File: config.mk
export PLATFORM = sky130hd
export DESIGN_NAME = alu_exec_ctrl
export DESIGN_NICKNAME = d
export VERILOG_FILES = /design/src/rtl/alu_exec_ctrl.sv
export SDC_FILE = /design/constraint.sdc
export NUM_CORES = 1
export LEC_CHECK = 0
export BUFFER_PORTS_ARGS = -buffer_cell sky130_fd_sc_hd__buf_2
export CAP_MARGIN = 20
export CORE_ASPECT_RATIO = 1.5
export CORE_MARGIN = 4
export CORE_UTILIZATION = 50
export CTS_CLUSTER_SIZE = 12
export DETAILED_ROUTE_END_ITERATION = 8
export MAX_ROUTING_LAYER = met4
export PLACE_DENSITY_LB_ADDON = 0.1
export SLEW_MARGIN = 20
export SYNTH_ARGS = -nofsm -noshare
export SYNTH_HDL_FRONTEND = slang
export SYNTH_SLANG_ARGS = --single-unit
File: constraint.sdc
create_clock -name in_Clk -period 4.25 [get_ports in_Clk]
set_input_delay 0.85 -clock in_Clk [delete_from_list [all_inputs] [get_ports in_Clk]]
set_output_delay 0.85 -clock in_Clk [all_outputs]
set_load 0.01 [all_outputs]
File: src/rtl/alu_exec_ctrl.sv
// Execute-stage sequencer for ARM data-processing instructions.
// Accepts a decoded instruction, checks its condition against the flag
// register, drives the external combinational ALU from latched operands,
// commits flags when S is set and hands the result to the register-file
// writeback port.
module alu_exec_ctrl #(
  parameter int WIDTH = 32
) (
  input  logic             in_Clk,
  input  logic             in_Rst_N,
  input  logic             in_Valid,
  output logic             out_Ready,
  input  logic [3:0]       in_Cond,
  input  logic [3:0]       in_Opcode,
  input  logic             in_SetFlags,
  input  logic [3:0]       in_Rd,
  input  logic [WIDTH-1:0] in_Rn_Val,
  input  logic [WIDTH-1:0] in_Op2_Val,
  input  logic             in_ShiftCarry,
  output logic [WIDTH-1:0] out_AluRn,
  output logic [WIDTH-1:0] out_AluOp2,
  output logic             out_AluCarry,
  output logic [3:0]       out_AluOpcode,
  input  logic [WIDTH-1:0] in_AluY,
  input  logic [3:0]       in_AluCNZV,
  output logic             out_WbValid,
  output logic [3:0]       out_WbRd,
  output logic [WIDTH-1:0] out_WbData,
  input  logic             in_WbReady,
  output logic [3:0]       out_CNZV,
  output logic             out_Skip
);

  typedef enum logic [1:0] {
    ST_IDLE = 2'b00,
    ST_EXEC = 2'b01,
    ST_WB   = 2'b10
  } state_e;

  // Flag vector layout: [3]=C, [2]=N, [1]=Z, [0]=V.
  function automatic logic cond_holds(input logic [3:0] cond, input logic [3:0] f);
    logic c_s, n_s, z_s, v_s, res_s;
    c_s = f[3];
    n_s = f[2];
    z_s = f[1];
    v_s = f[0];
    case (cond)
      4'h0:    res_s = z_s;
      4'h1:    res_s = !z_s;
      4'h2:    res_s = c_s;
      4'h3:    res_s = !c_s;
      4'h4:    res_s = n_s;
      4'h5:    res_s = !n_s;
      4'h6:    res_s = v_s;
      4'h7:    res_s = !v_s;
      4'h8:    res_s = c_s & !z_s;
      4'h9:    res_s = !c_s | z_s;
      4'hA:    res_s = (n_s == v_s);
      4'hB:    res_s = (n_s != v_s);
      4'hC:    res_s = !z_s & (n_s == v_s);
      4'hD:    res_s = z_s | (n_s != v_s);
      4'hE:    res_s = 1'b1;
      default: res_s = 1'b0;  // 1111: never executes
    endcase
    return res_s;
  endfunction

  // SUB, RSB, ADD, ADC, SBC, RSC, CMP, CMN take all four flags from the ALU.
  function automatic logic is_arith(input logic [3:0] op);
    return ((op >= 4'h2) && (op <= 4'h7)) || (op == 4'hA) || (op == 4'hB);
  endfunction

  state_e           state_q, state_d;
  logic [3:0]       cond_q, cond_d;
  logic [3:0]       opcode_q, opcode_d;
  logic             s_q, s_d;
  logic [3:0]       rd_q, rd_d;
  logic [WIDTH-1:0] rn_q, rn_d;
  logic [WIDTH-1:0] op2_q, op2_d;
  logic             shc_q, shc_d;
  logic [3:0]       wb_rd_q, wb_rd_d;
  logic [WIDTH-1:0] wb_data_q, wb_data_d;
  logic [3:0]       cnzv_q, cnzv_d;
  logic             skip_q, skip_d;
  logic             wb_valid_q, wb_valid_d;
  logic             ready_q, ready_d;

  // Next-state and datapath-capture logic for the IDLE/EXEC/WB sequencer.
  always_comb begin
    state_d    = state_q;
    cond_d     = cond_q;
    opcode_d   = opcode_q;
    s_d        = s_q;
    rd_d       = rd_q;
    rn_d       = rn_q;
    op2_d      = op2_q;
    shc_d      = shc_q;
    wb_rd_d    = wb_rd_q;
    wb_data_d  = wb_data_q;
    cnzv_d     = cnzv_q;
    skip_d     = 1'b0;

    case (state_q)
      ST_IDLE: begin
        if (in_Valid) begin
          cond_d   = in_Cond;
          opcode_d = in_Opcode;
          s_d      = in_SetFlags;
          rd_d     = in_Rd;
          rn_d     = in_Rn_Val;
          op2_d    = in_Op2_Val;
          shc_d    = in_ShiftCarry;
          state_d  = ST_EXEC;
        end else begin
          state_d  = ST_IDLE;
        end
      end
      ST_EXEC: begin
        if (!cond_holds(cond_q, cnzv_q)) begin
          skip_d  = 1'b1;
          state_d = ST_IDLE;
        end else begin
          if (s_q) begin
            if (is_arith(opcode_q)) begin
              cnzv_d = in_AluCNZV;
            end else begin
              // Logical ops: carry comes from the shifter, overflow is untouched.
              cnzv_d = {shc_q, in_AluCNZV[2], in_AluCNZV[1], cnzv_q[0]};
            end
          end else begin
            cnzv_d = cnzv_q;
          end
          if (opcode_q[3:2] == 2'b10) begin
            state_d = ST_IDLE;
          end else begin
            wb_rd_d   = rd_q;
            wb_data_d = in_AluY;
            state_d   = ST_WB;
          end
        end
      end
      ST_WB: begin
        if (in_WbReady) begin
          state_d = ST_IDLE;
        end else begin
          state_d = ST_WB;
        end
      end
      default: begin
        state_d = ST_IDLE;
      end
    endcase

    wb_valid_d = (state_d == ST_WB);
    ready_d    = (state_d == ST_IDLE);
  end

  // State and datapath registers; reset aborts any in-flight instruction.
  always_ff @(posedge in_Clk or negedge in_Rst_N) begin
    if (!in_Rst_N) begin
      state_q    <= ST_IDLE;
      cond_q     <= 4'h0;
      opcode_q   <= 4'h0;
      s_q        <= 1'b0;
      rd_q       <= 4'h0;
      rn_q       <= {WIDTH{1'b0}};
      op2_q      <= {WIDTH{1'b0}};
      shc_q      <= 1'b0;
      wb_rd_q    <= 4'h0;
      wb_data_q  <= {WIDTH{1'b0}};
      cnzv_q     <= 4'h0;
      skip_q     <= 1'b0;
      wb_valid_q <= 1'b0;
      ready_q    <= 1'b1;
    end else begin
      state_q    <= state_d;
      cond_q     <= cond_d;
      opcode_q   <= opcode_d;
      s_q        <= s_d;
      rd_q       <= rd_d;
      rn_q       <= rn_d;
      op2_q      <= op2_d;
      shc_q      <= shc_d;
      wb_rd_q    <= wb_rd_d;
      wb_data_q  <= wb_data_d;
      cnzv_q     <= cnzv_d;
      skip_q     <= skip_d;
      wb_valid_q <= wb_valid_d;
      ready_q    <= ready_d;
    end
  end

  assign out_Ready     = ready_q;
  assign out_AluRn     = rn_q;
  assign out_AluOp2    = op2_q;
  assign out_AluOpcode = opcode_q;
  assign out_AluCarry  = cnzv_q[3];
  assign out_WbValid   = wb_valid_q;
  assign out_WbRd      = wb_rd_q;
  assign out_WbData    = wb_data_q;
  assign out_CNZV      = cnzv_q;
  assign out_Skip      = skip_q;

endmodule

==> results of run 1 <==
## worst max path at each step
stage | startpoint | end | slack, ps | depth (start not counted)
6_report | cond_q[0] | out_WbData[28] | 1330 | 6
5_1_grt | cond_q[0] | out_WbData[28] | 1120 | 6
4_1_cts | out_CNZV[2] | out_WbData[28] | 1340 | 6
3_5_place_dp | out_CNZV[2] | out_WbData[26] | 1380 | 6
3_3_place_gp | cond_q[0] | out_WbData[28] | 1500 | 6
2_1_floorplan | in_Valid | out_AluOp2[13] | 2050 | 4
## power breakdown
| group | internal [W] | switching, W | total [W] |
|---|---|---|---|
| registers | 0.00177 | 0.000335 | 0.00210 |
| clock network | 0.000942 | 0.000521 | 0.00146 |
| logic | 0.00114 | 0.000954 | 0.00209 |
| total | 0.00385 | 0.00181 | 0.00566 |
## cells by family (layout without fill, tap and decap cells)
logic type / after synthesis / count (layout) / share of synthesized area
compound gates: 17 / 17 / 0.02100
xor+xnor: 3 / 3 / 0.005377
buf+inv: 19 / 267 / 0.02867
flops: 123 / 123 / 0.6301
mux: 116 / 116 / 0.2896
simple gates: 25 / 25 / 0.02535
## synth_stat cells (2+ instances only)
cell type / count / area [sq um]
nor3b_1: 2 / 15.01
clkbuf_1: 9 / 33.78
inv_1: 3 / 11.26
a31oi_1: 2 / 12.51
nor2_1: 3 / 11.26
o21ai_0: 6 / 30.03
nor2b_1: 2 / 12.51
buf_12: 3 / 60.06
nor3_1: 4 / 20.02
xnor2_1: 2 / 17.52
mux2_4: 29 / 435.4
nand2_1: 10 / 37.54
buf_6: 2 / 22.52
mux2_2: 87 / 979.7
a21oi_1: 2 / 10.01
dfrtp_1: 122 / 3053
## sequential cells by signal, summed over array words and instances, names as in the netlist
signal / flops
out_AluOpcode: 4
out_WbData: 32
rd_q: 4
out_AluRn: 32
out_Ready: 1
cond_q: 4
out_CNZV: 4
s_q: 1
state_q: 2
out_WbValid: 1
out_Skip: 1
out_AluOp2: 32
shc_q: 1
out_WbRd: 4
## through the flow
| step | hold WS [ps] | area, sq um | power, W | utilization | cells |
|---|---|---|---|---|---|
| floorplan | 476.7 | 4887 | 0.003455 | - | 303 |
| global placement | 483.5 | 6088 | 0.004161 | 0.6466 | 631 |
| detailed placement | 487.8 | 6088 | 0.004239 | 0.6466 | 631 |
| CTS | 501.8 | 6699 | 0.005726 | 0.7115 | 663 |
| global route | 507.7 | 6699 | 0.006005 | 0.7115 | 663 |
| finish | 497.3 | 6699 | 0.005658 | 0.7115 | 663 |
## layout make-up
type | count | area (sq um)
Sequential cell | 123 | 3079
Clock inverter | 13 | 167.7
Inverter | 3 | 11.26
Timing Repair Buffer | 232 | 1184
Clock buffer | 19 | 442.9
Tap cell | 112 | 140.1
Fill cell | 663 | 2716
Multi-Input combinational cell | 161 | 1674
## layer usage
| layer | routed length (um) | track usage |
|---|---|---|
| met1 | 4252 | 0.2375 |
| met5 | 0 | - |
| met3 | 1024 | 0.06997 |
| met4 | 223 | 0.08541 |
| met2 | 5549 | 0.3241 |
==> reports/metrics.cfg, run 1 <==
[timing]
slew_headroom = 0.2875
layout_worst_path_cycle_share = 0.6864
fmaxAchievable_ghz = 0.3428
worst_pin_slew_ps = 1069
final.setup_skew_ps = 9.801
hold_violations = 0
fin_ws_ps = 1333
final.setup.tns_ps = 0
drv_slew = 0
min_period_ps = 2917
rsz0062_at_grt = false
setup_violations = 0

[die]
io_pins = 230
fp.dieArea_sq_um = 11450
fp.dieW_um = 88.73
initial_utilization = 0.5191
num_rows = 43
core_area_sq_um = 9415
die_h_um = 129.1

[clocking]
cts_root_buf = clkbuf_16
h-tree-depth = 4
cts.sinks = 123
clock_latency_ps = 410
cts_resized = 0
cts_buffer_depth = 2
post_cts_buffers = 0
clkTransAtPathRegs_ps = 50
cts_hold_buf = 0
cts_tree = yes
cts-buffers-inserted = 17

[placement]
post-dp-hpwl_mm = 8.226
port_buffers = 229
dp_slack_ps = 1382
gp_congestion = 0.7812

[route]
via_per_inst = 5.017
drc = 0
drtPass1Iterations = 4
routed-via-count = 3326
wirelength_mm = 11.05
routedWlPerCell_um = 16.67
ant_nets = 0
drtIter0Drc = 83

[power_and_ir_drop]
pwr_density_cell_nw_per_um2 = 844.6
p_leak_nw = 3.314
ir_drop_v = 0.0005425

[finish]
area_delta_synth_final_pct = 37.07
final_nets = 656
drive_above_1_share = 0.6933
diodes = 0
most-common-layout-cells = buf_2, dfrtp_1, mux2_2
final_common_cell = buf_2

[synthesis]
post_synth_num_cell_types = 31
ys_seq_area_frac = 0.6301
postSynthAreaPerCell_sq_um = 16.13
syn_nets = 421
synth_flop_cell = dfrtp_1
netlist_area_sq_um = 4887
postSynthCellCount = 303
synth_edf_count = 0
synth_seq_cells = 123
async_reset_ff_frac = 1.000
yosysWarnings = 0

[setup_path]
max_stage_delay_ps = 950
critPathSlowestCell = o21a_2
r2r_end = out_WbData[28]
rrSetupSlack_ps = 1330
reg2reg_depth = 6
cp_top_family = compound AO/OA/AOI/OAI gates
criticalPathCategory = flip-flop to flip-flop
path_cells = nand2_1, o31ai_1, a21oi_1, nor3_1, o21a_2, mux2_2
crit_path_start_kind = flip-flop
reg2reg_from = cond_q[0]
cp_num_buf_inv = 0
cp.required_ps = 4530
cp_data_arrival_time_ps = 3200
end_kind = flip-flop
critPathMaxFanout = 33

[status]
status = finished clean

[grt]
grt_util_all_layers = 0.2053
grt_pass1_wl_mm = 17.21
grt_pass1_vias = 3586
antenna_found_initial = 0
grt-ovfl-total = 0
grt_max_degree = 67

[job]
cap_violations = 0

[min_path]
hp-class = input pin to async pin

(Power assumes the default switching activity.)
==> inputs of run 2 (changes only) <==
- ABC_AREA: not set -> 1
- CORE_UTILIZATION: 50 -> 47
- clock period: 4.25 -> 2.9 ns (I/O delays scaled with it)
==> reports/metrics.cfg, run 2 <==
[route]
drtPass1Iterations = 4  ; unchanged
ant_nets = 0  ; unchanged
routedWlPerCell_um = 13.76  ; was 16.67 um
drc = 0  ; unchanged
routed-via-count = 4497  ; was 3326
wirelength_mm = 13.07  ; was 11.05 mm
via_per_inst = 4.734  ; was 5.017
drtIter0Drc = 173  ; was 83

[setup_path]
reg2reg_from = cond_q[0]  ; unchanged
critPathSlowestCell = nand2_2  ; was o21a_2
r2r_end = out_Ready  ; was out_WbData[28]
end_kind = flip-flop  ; unchanged
max_stage_delay_ps = 610  ; was 950 ps
cp.required_ps = 3230  ; was 4530 ps
cp_data_arrival_time_ps = 2450  ; was 3200 ps
critPathMaxFanout = 42  ; was 33
cpMostUsedCell = nand2_1
crit_path_start_kind = flip-flop  ; unchanged
criticalPathCategory = flip-flop to flip-flop  ; unchanged
reg2reg_depth = 10  ; was 6
rrSetupSlack_ps = 780  ; was 1330 ps
path_cells = inv_1, nand3_1, nand3_1, nand2_1, nand2_1, inv_1, nand3_2, nand2_2, nand2_1, nor2_1  ; was nand2_1, o31ai_1, a21oi_1, nor3_1, o21a_2, mux2_2

[placement]
gp_congestion = 0.9041  ; was 0.7812
port_buffers = 229  ; unchanged
post-dp-hpwl_mm = 9.425  ; was 8.226 mm

[timing]
slew_headroom = 0.4556  ; was 0.2875
worst_pin_slew_ps = 813.7  ; was 1069 ps
final.setup.tns_ps = 0  ; unchanged
final.setup_skew_ps = 11.06  ; was 9.801 ps
setup_violations = 0  ; unchanged
rsz0062_at_grt = false  ; unchanged
min_period_ps = 2115  ; was 2917 ps
fmaxAchievable_ghz = 0.4727  ; was 0.3428 GHz
layout_worst_path_cycle_share = 0.7294  ; was 0.6864
hold_violations = 0  ; unchanged
drv_slew = 0  ; unchanged

[clocking]
cts_tree = yes  ; unchanged
cts-buffers-inserted = 17  ; unchanged
h-tree-depth = 4  ; unchanged
post_cts_buffers = 0  ; unchanged
cts_root_buf = clkbuf_16  ; unchanged
clock_latency_ps = 410  ; about the same
cts_buffer_depth = 2  ; unchanged
cts.sinks = 123  ; unchanged
clkTransAtPathRegs_ps = 60  ; was 50 ps
cts_resized = 0  ; unchanged
cts_hold_buf = 0  ; unchanged

[synthesis]
ys_seq_area_frac = 0.6232  ; was 0.6301
synth_top_area_frac = 0.6179  ; was 0.6247
post_synth_num_cell_types = 21  ; was 31
synth_common_cells = nand2_1, dfrtp_1, nand3_1  ; was dfrtp_1, mux2_2, mux2_4
synth_seq_cells = 123  ; unchanged
postSynthCellCount = 569  ; was 303
yosysWarnings = 0  ; unchanged
yosysTopAreaCell = dfrtp_1  ; unchanged
netlist_area_sq_um = 4941  ; was 4887 sq um
synth_edf_count = 0  ; unchanged
synth_flop_cell = dfrtp_1  ; unchanged
yosysMostFrequentCell = nand2_1  ; was dfrtp_1
syn_nets = 687  ; was 421
async_reset_ff_frac = 1.000  ; unchanged
postSynthAreaPerCell_sq_um = 8.684  ; was 16.13 sq um
synth_area_leaders = dfrtp_1, nand2_1, nand3_1, buf_6, inv_1  ; was dfrtp_1, mux2_2, mux2_4, buf_12, nand2_1

[finish]
drive_above_1_share = 0.3502  ; was 0.6933
nFillCells = 884  ; was 663
final_common_cell = nand2_1  ; was buf_2
seqCellArea_sq_um = 3079  ; unchanged
area_delta_synth_final_pct = 38.74  ; was 37.07%
multiInputGateArea_sq_um = 1624  ; was 1674 sq um
most-common-layout-cells = nand2_1, buf_2, dfrtp_1  ; was buf_2, dfrtp_1, mux2_2
final_nets = 913  ; was 656

[power_and_ir_drop]
pwr_density_cell_nw_per_um2 = 1205  ; was 844.6 nW/um^2
internal-power_w = 0.005155  ; was 0.003848 W
p_leak_nw = 3.971  ; was 3.314 nW
p_comb_frac = 0.359  ; was 0.370
clkPwrFrac = 0.283  ; was 0.258
ir_drop_v = 0.0005851  ; was 0.0005425 V
power.total_w = 0.008259  ; was 0.005658 W
switchingPower_w = 0.003104  ; was 0.001809 W
p_sw_frac = 0.3758  ; was 0.3198
p_seq_frac = 0.358  ; was 0.372

[die]
num_rows = 45  ; was 43
core_area_sq_um = 10190  ; was 9415 sq um
fp.dieW_um = 91.72  ; was 88.73 um
fp.dieArea_sq_um = 12250  ; was 11450 sq um
initial_utilization = 0.4848  ; was 0.5191
die_h_um = 133.6  ; was 129.1 um
io_pins = 230  ; unchanged

[grt]
grt_max_degree = 68  ; was 67
grt_pass1_wl_mm = 21.36  ; was 17.21 mm
grt_util_all_layers = 0.2272  ; was 0.2053
grt_pass1_vias = 4482  ; was 3586
grt-ovfl-total = 0  ; unchanged
antenna_found_initial = 1  ; was 0

[min_path]
hp-class = input pin to async pin  ; unchanged

[job]
cap_violations = 0  ; unchanged

[status]
status = finished clean  ; unchanged

==> run 2: cells by family after synthesis <==
| family | after synthesis | synth area share |
|---|---|---|
| simple gates | 375 | 0.3018 |
| buf+inv | 50 | 0.04989 |
| flops | 123 | 0.6232 |
| compound gates | 21 | 0.02507 |
==> run 2: area by class of cell <==
class / count / share of cell area
Clock inverter: 13 / 0.03139
Inverter: 21 / 0.01150
Sequential cell: 123 / 0.4492
Tap cell: 141 / 0.02573
Clock buffer: 19 / 0.06607
Antenna cell: 1 / 0.0003650
Multi-Input combinational cell: 396 / 0.2369
Timing Repair Buffer: 236 / 0.1789
==> run 2: power groups by stage <==
stage | registers (W) | clock network, W | logic [W]
2_1_floorplan | 0.00324 | 0 | 0.00162
3_3_place_gp | 0.00294 | 0 | 0.00293
3_5_place_dp | 0.00296 | 0 | 0.00302
4_1_cts | 0.00295 | 0.00239 | 0.00302
5_1_grt | 0.00305 | 0.00247 | 0.00334
6_report | 0.00295 | 0.00234 | 0.00297
==> run 2: how the worst max path moves through the flow <==
stage | start | endpoint | slack (ps) | cells after the start
2_1_floorplan | in_Valid | out_AluOpcode[0] | 1420 | 5
3_3_place_gp | cond_q[0] | out_Ready | 930 | 10
3_5_place_dp | cond_q[0] | out_Ready | 820 | 10
4_1_cts | cond_q[0] | out_Ready | 790 | 10
5_1_grt | cond_q[0] | out_Ready | 560 | 10
6_report | cond_q[0] | out_Ready | 780 | 10
==> run 2: worst max-delay path, delay by kind of cell, from the launching register on <==
family	cells	cell delay [ps]
buf+inv	2	200
flops	1	480
simple gates	8	1320
==> run 2: per-layer routing <==
| metal | vias to the layer above | GRT usage | share of wire |
|---|---|---|---|
| met4 | 0 | 0.09587 | 0.025 |
| li1 | 2205 | - | - |
| met1 | 2068 | 0.2619 | 0.39 |
| met3 | 25 | 0.07458 | 0.079 |
| met5 | - | - | 0 |
| met2 | 199 | 0.3640 | 0.50 |
==> run 2: metrics by stage <==
stage / cells / hold slack, ps / setup WS, ps / instance area, sq um / util
5_1_grt: 950 / 266.3 / 556.4 / 6855 / 0.6727
3_3_place_gp: 917 / 448.3 / 930.1 / 6185 / 0.6069
3_5_place_dp: 917 / 452.9 / 818.2 / 6185 / 0.6069
2_1_floorplan: 569 / 284.4 / 1425 / 4941 / -
6_report: 950 / 216.0 / 784.6 / 6855 / 0.6727
4_1_cts: 949 / 244.6 / 788.0 / 6853 / 0.6724
==> inputs of run 3 (changes only) <==
- CORE_UTILIZATION: 47 -> 42
- clock period: 2.9 -> 1.9 ns (I/O delays scaled with it)
==> reports/metrics.cfg, run 3 (same netlist as run 2, synthesis figures left out) <==
[clocking]
clock_latency_ps = 400  ; was 410 ps
cts_resized = 0  ; unchanged
cts_root_buf = clkbuf_16  ; unchanged
cts.sinks = 123  ; unchanged
cts_hold_buf = 1  ; was 0
clkTransAtPathRegs_ps = 60  ; about the same
cts_buffer_depth = 2  ; unchanged
cts_tree = yes  ; unchanged
h-tree-depth = 4  ; unchanged
post_cts_buffers = 0  ; unchanged
cts-buffers-inserted = 17  ; unchanged

[setup_path]
cp.required_ps = 2230  ; was 3230 ps
critPathMaxFanout = 42  ; unchanged
criticalPathCategory = flip-flop to flip-flop  ; unchanged
cp_top_family = simple AND/OR/NAND/NOR gates  ; unchanged
cpMostUsedCell = nand2_1  ; unchanged
path_cells = inv_1, nand2_1, nand2_1, nand2_1, nand2_1, nand2_1, nand2_1, nand3_2, nand2_2, buf_12, nand2_1, nor2_1  ; was inv_1, nand3_1, nand3_1, nand2_1, nand2_1, inv_1, nand3_2, nand2_2, nand2_1, nor2_1
cp_num_buf_inv = 2  ; unchanged
end_kind = flip-flop  ; unchanged
rrSetupSlack_ps = 200  ; was 780 ps
crit_path_start_kind = flip-flop  ; unchanged
max_stage_delay_ps = 430  ; was 610 ps
cp_data_arrival_time_ps = 2020  ; was 2450 ps
critPathSlowestCell = dfrtp_1  ; was nand2_2

[die]
fp.dieArea_sq_um = 13600  ; was 12250 sq um
core_area_sq_um = 11530  ; was 10190 sq um
fp.dieW_um = 96.56  ; was 91.72 um
die_h_um = 140.8  ; was 133.6 um
num_rows = 48  ; was 45
io_pins = 230  ; unchanged
initial_utilization = 0.4285  ; was 0.4848

[timing]
min_period_ps = 1697  ; was 2115 ps
rsz0062_at_grt = false  ; unchanged
hold_violations = 0  ; unchanged
slew_headroom = 0.7692  ; was 0.4556
setup_violations = 0  ; unchanged
layout_worst_path_cycle_share = 0.8934  ; was 0.7294
fmaxAchievable_ghz = 0.5891  ; was 0.4727 GHz
final.setup.tns_ps = 0  ; unchanged
whs_ps = 165.7  ; was 216.0 ps
worst_pin_slew_ps = 346.2  ; was 813.7 ps
final.setup_skew_ps = 7.461  ; was 11.06 ps
drv_slew = 0  ; unchanged

[status]
status = finished clean  ; unchanged

[placement]
gp_congestion = 0.8909  ; was 0.9041
port_buffers = 229  ; unchanged
post-dp-hpwl_mm = 9.754  ; was 9.425 mm

[route]
via_per_inst = 4.627  ; was 4.734
ant_nets = 0  ; unchanged
routedWlPerCell_um = 13.66  ; was 13.76 um
drtPass1Iterations = 4  ; unchanged
drtIter0Drc = 157  ; was 173
routed-via-count = 4451  ; was 4497
drc = 0  ; unchanged
wirelength_mm = 13.14  ; was 13.07 mm

[finish]
final_nets = 918  ; was 913
diodes = 0  ; was 1
drive_above_1_share = 0.3522  ; was 0.3502
final_common_cell = nand2_1  ; unchanged
area_delta_synth_final_pct = 39.02  ; was 38.74%
final_util = 0.5957  ; was 0.6727
most-common-layout-cells = nand2_1, buf_2, dfrtp_1  ; unchanged

[grt]
grtUsageMet1 = 0.2445  ; was 0.2619
busiest_layer = met2  ; unchanged
grt-ovfl-total = 0  ; unchanged
use_met3 = 0.05873  ; was 0.07458
grt_util_all_layers = 0.2061  ; was 0.2272
grt_pass1_wl_mm = 21.34  ; was 21.36 mm
grt_max_degree = 64  ; was 68
antenna_found_initial = 0  ; was 1
gr-usage-met2 = 0.3279  ; was 0.3640
grt_pass1_vias = 4533  ; was 4482

[power_and_ir_drop]
power.total_w = 0.01241  ; was 0.008259 W
pwr_density_cell_nw_per_um2 = 1806  ; was 1205 nW/um^2
p_leak_nw = 3.989  ; was 3.971 nW
ir_drop_v = 0.0008768  ; was 0.0005851 V

[job]
cap_violations = 0  ; unchanged

[min_path]
hp-class = input pin to flip-flop  ; was input pin to async pin

## run 3: cell types whose count changed in the layout (fill, tap and decap cells not counted), sizes merged
cell | previous run | this run
clkbuf | 19 | 18
inv | 22 | 23
bufinv | 5 | 3
diode | 1 | 0
clkinvlp | 4 | 1
dlygate4sd3 | 0 | 1
buf | 236 | 240
clkinv | 3 | 7
## run 3: final cells by class
cell class,count,area [sq um]
clock buffers,18,439.2
clock inverters,13,168.9
fillers,1115,4662
inverters,21,78.83
multi-input cells,396,1624
flip-flops and latches,123,3079
well taps,150,187.7
repair buffers,241,1291
## run 3: final timing paths
check                                      end  cells after the start           start
worst max register to register       out_Ready                     12     out_CNZV[0]
worst min register to register  out_WbData[29]                      2  out_WbData[29]
worst max-delay path                 out_Ready                     12     out_CNZV[0]
worst min-delay path             out_AluRn[19]                      3   in_Rn_Val[19]
min in group asynchronous            cond_q[1]                      3        in_Rst_N
max in group asynchronous            out_Ready                      3        in_Rst_N
## run 3: power breakdown
group          internal, W  leakage, nW  switching, W  total [W]
combinational      0.00176         2.17       0.00291    0.00467
sequential         0.00380         1.52      0.000678    0.00448
clock              0.00210        0.297       0.00115    0.00326
total              0.00767         3.99       0.00474     0.0124
## run 3: per-stage QoR
step / cells / setup slack [ps] / area (sq um)
after floorplan: 569 / 463.0 / 4941
after global placement: 930 / 359.0 / 6251
after detailed placement: 930 / 225.6 / 6251
after CTS: 962 / 198.0 / 6869
after global routing: 962 / 33.28 / 6869
final: 962 / 202.5 / 6869
## run 3: worst register-to-register path: stages, from the launching register on
cell	delay [ps]
dfrtp_1	430
inv_1	110
nand2_1	80
nand2_1	110
nand2_1	80
nand2_1	60
nand2_1	40
nand2_1	70
nand3_2	110
nand2_2	100
buf_12	220
nand2_1	120
nor2_1	110
## run 3: metal layers
metal | vias to the layer above | wire length, um
met5 | - | 0
met4 | 0 | 381
met3 | 32 | 1076
met2 | 180 | 6511
met1 | 2025 | 5168
li1 | 2214 | -
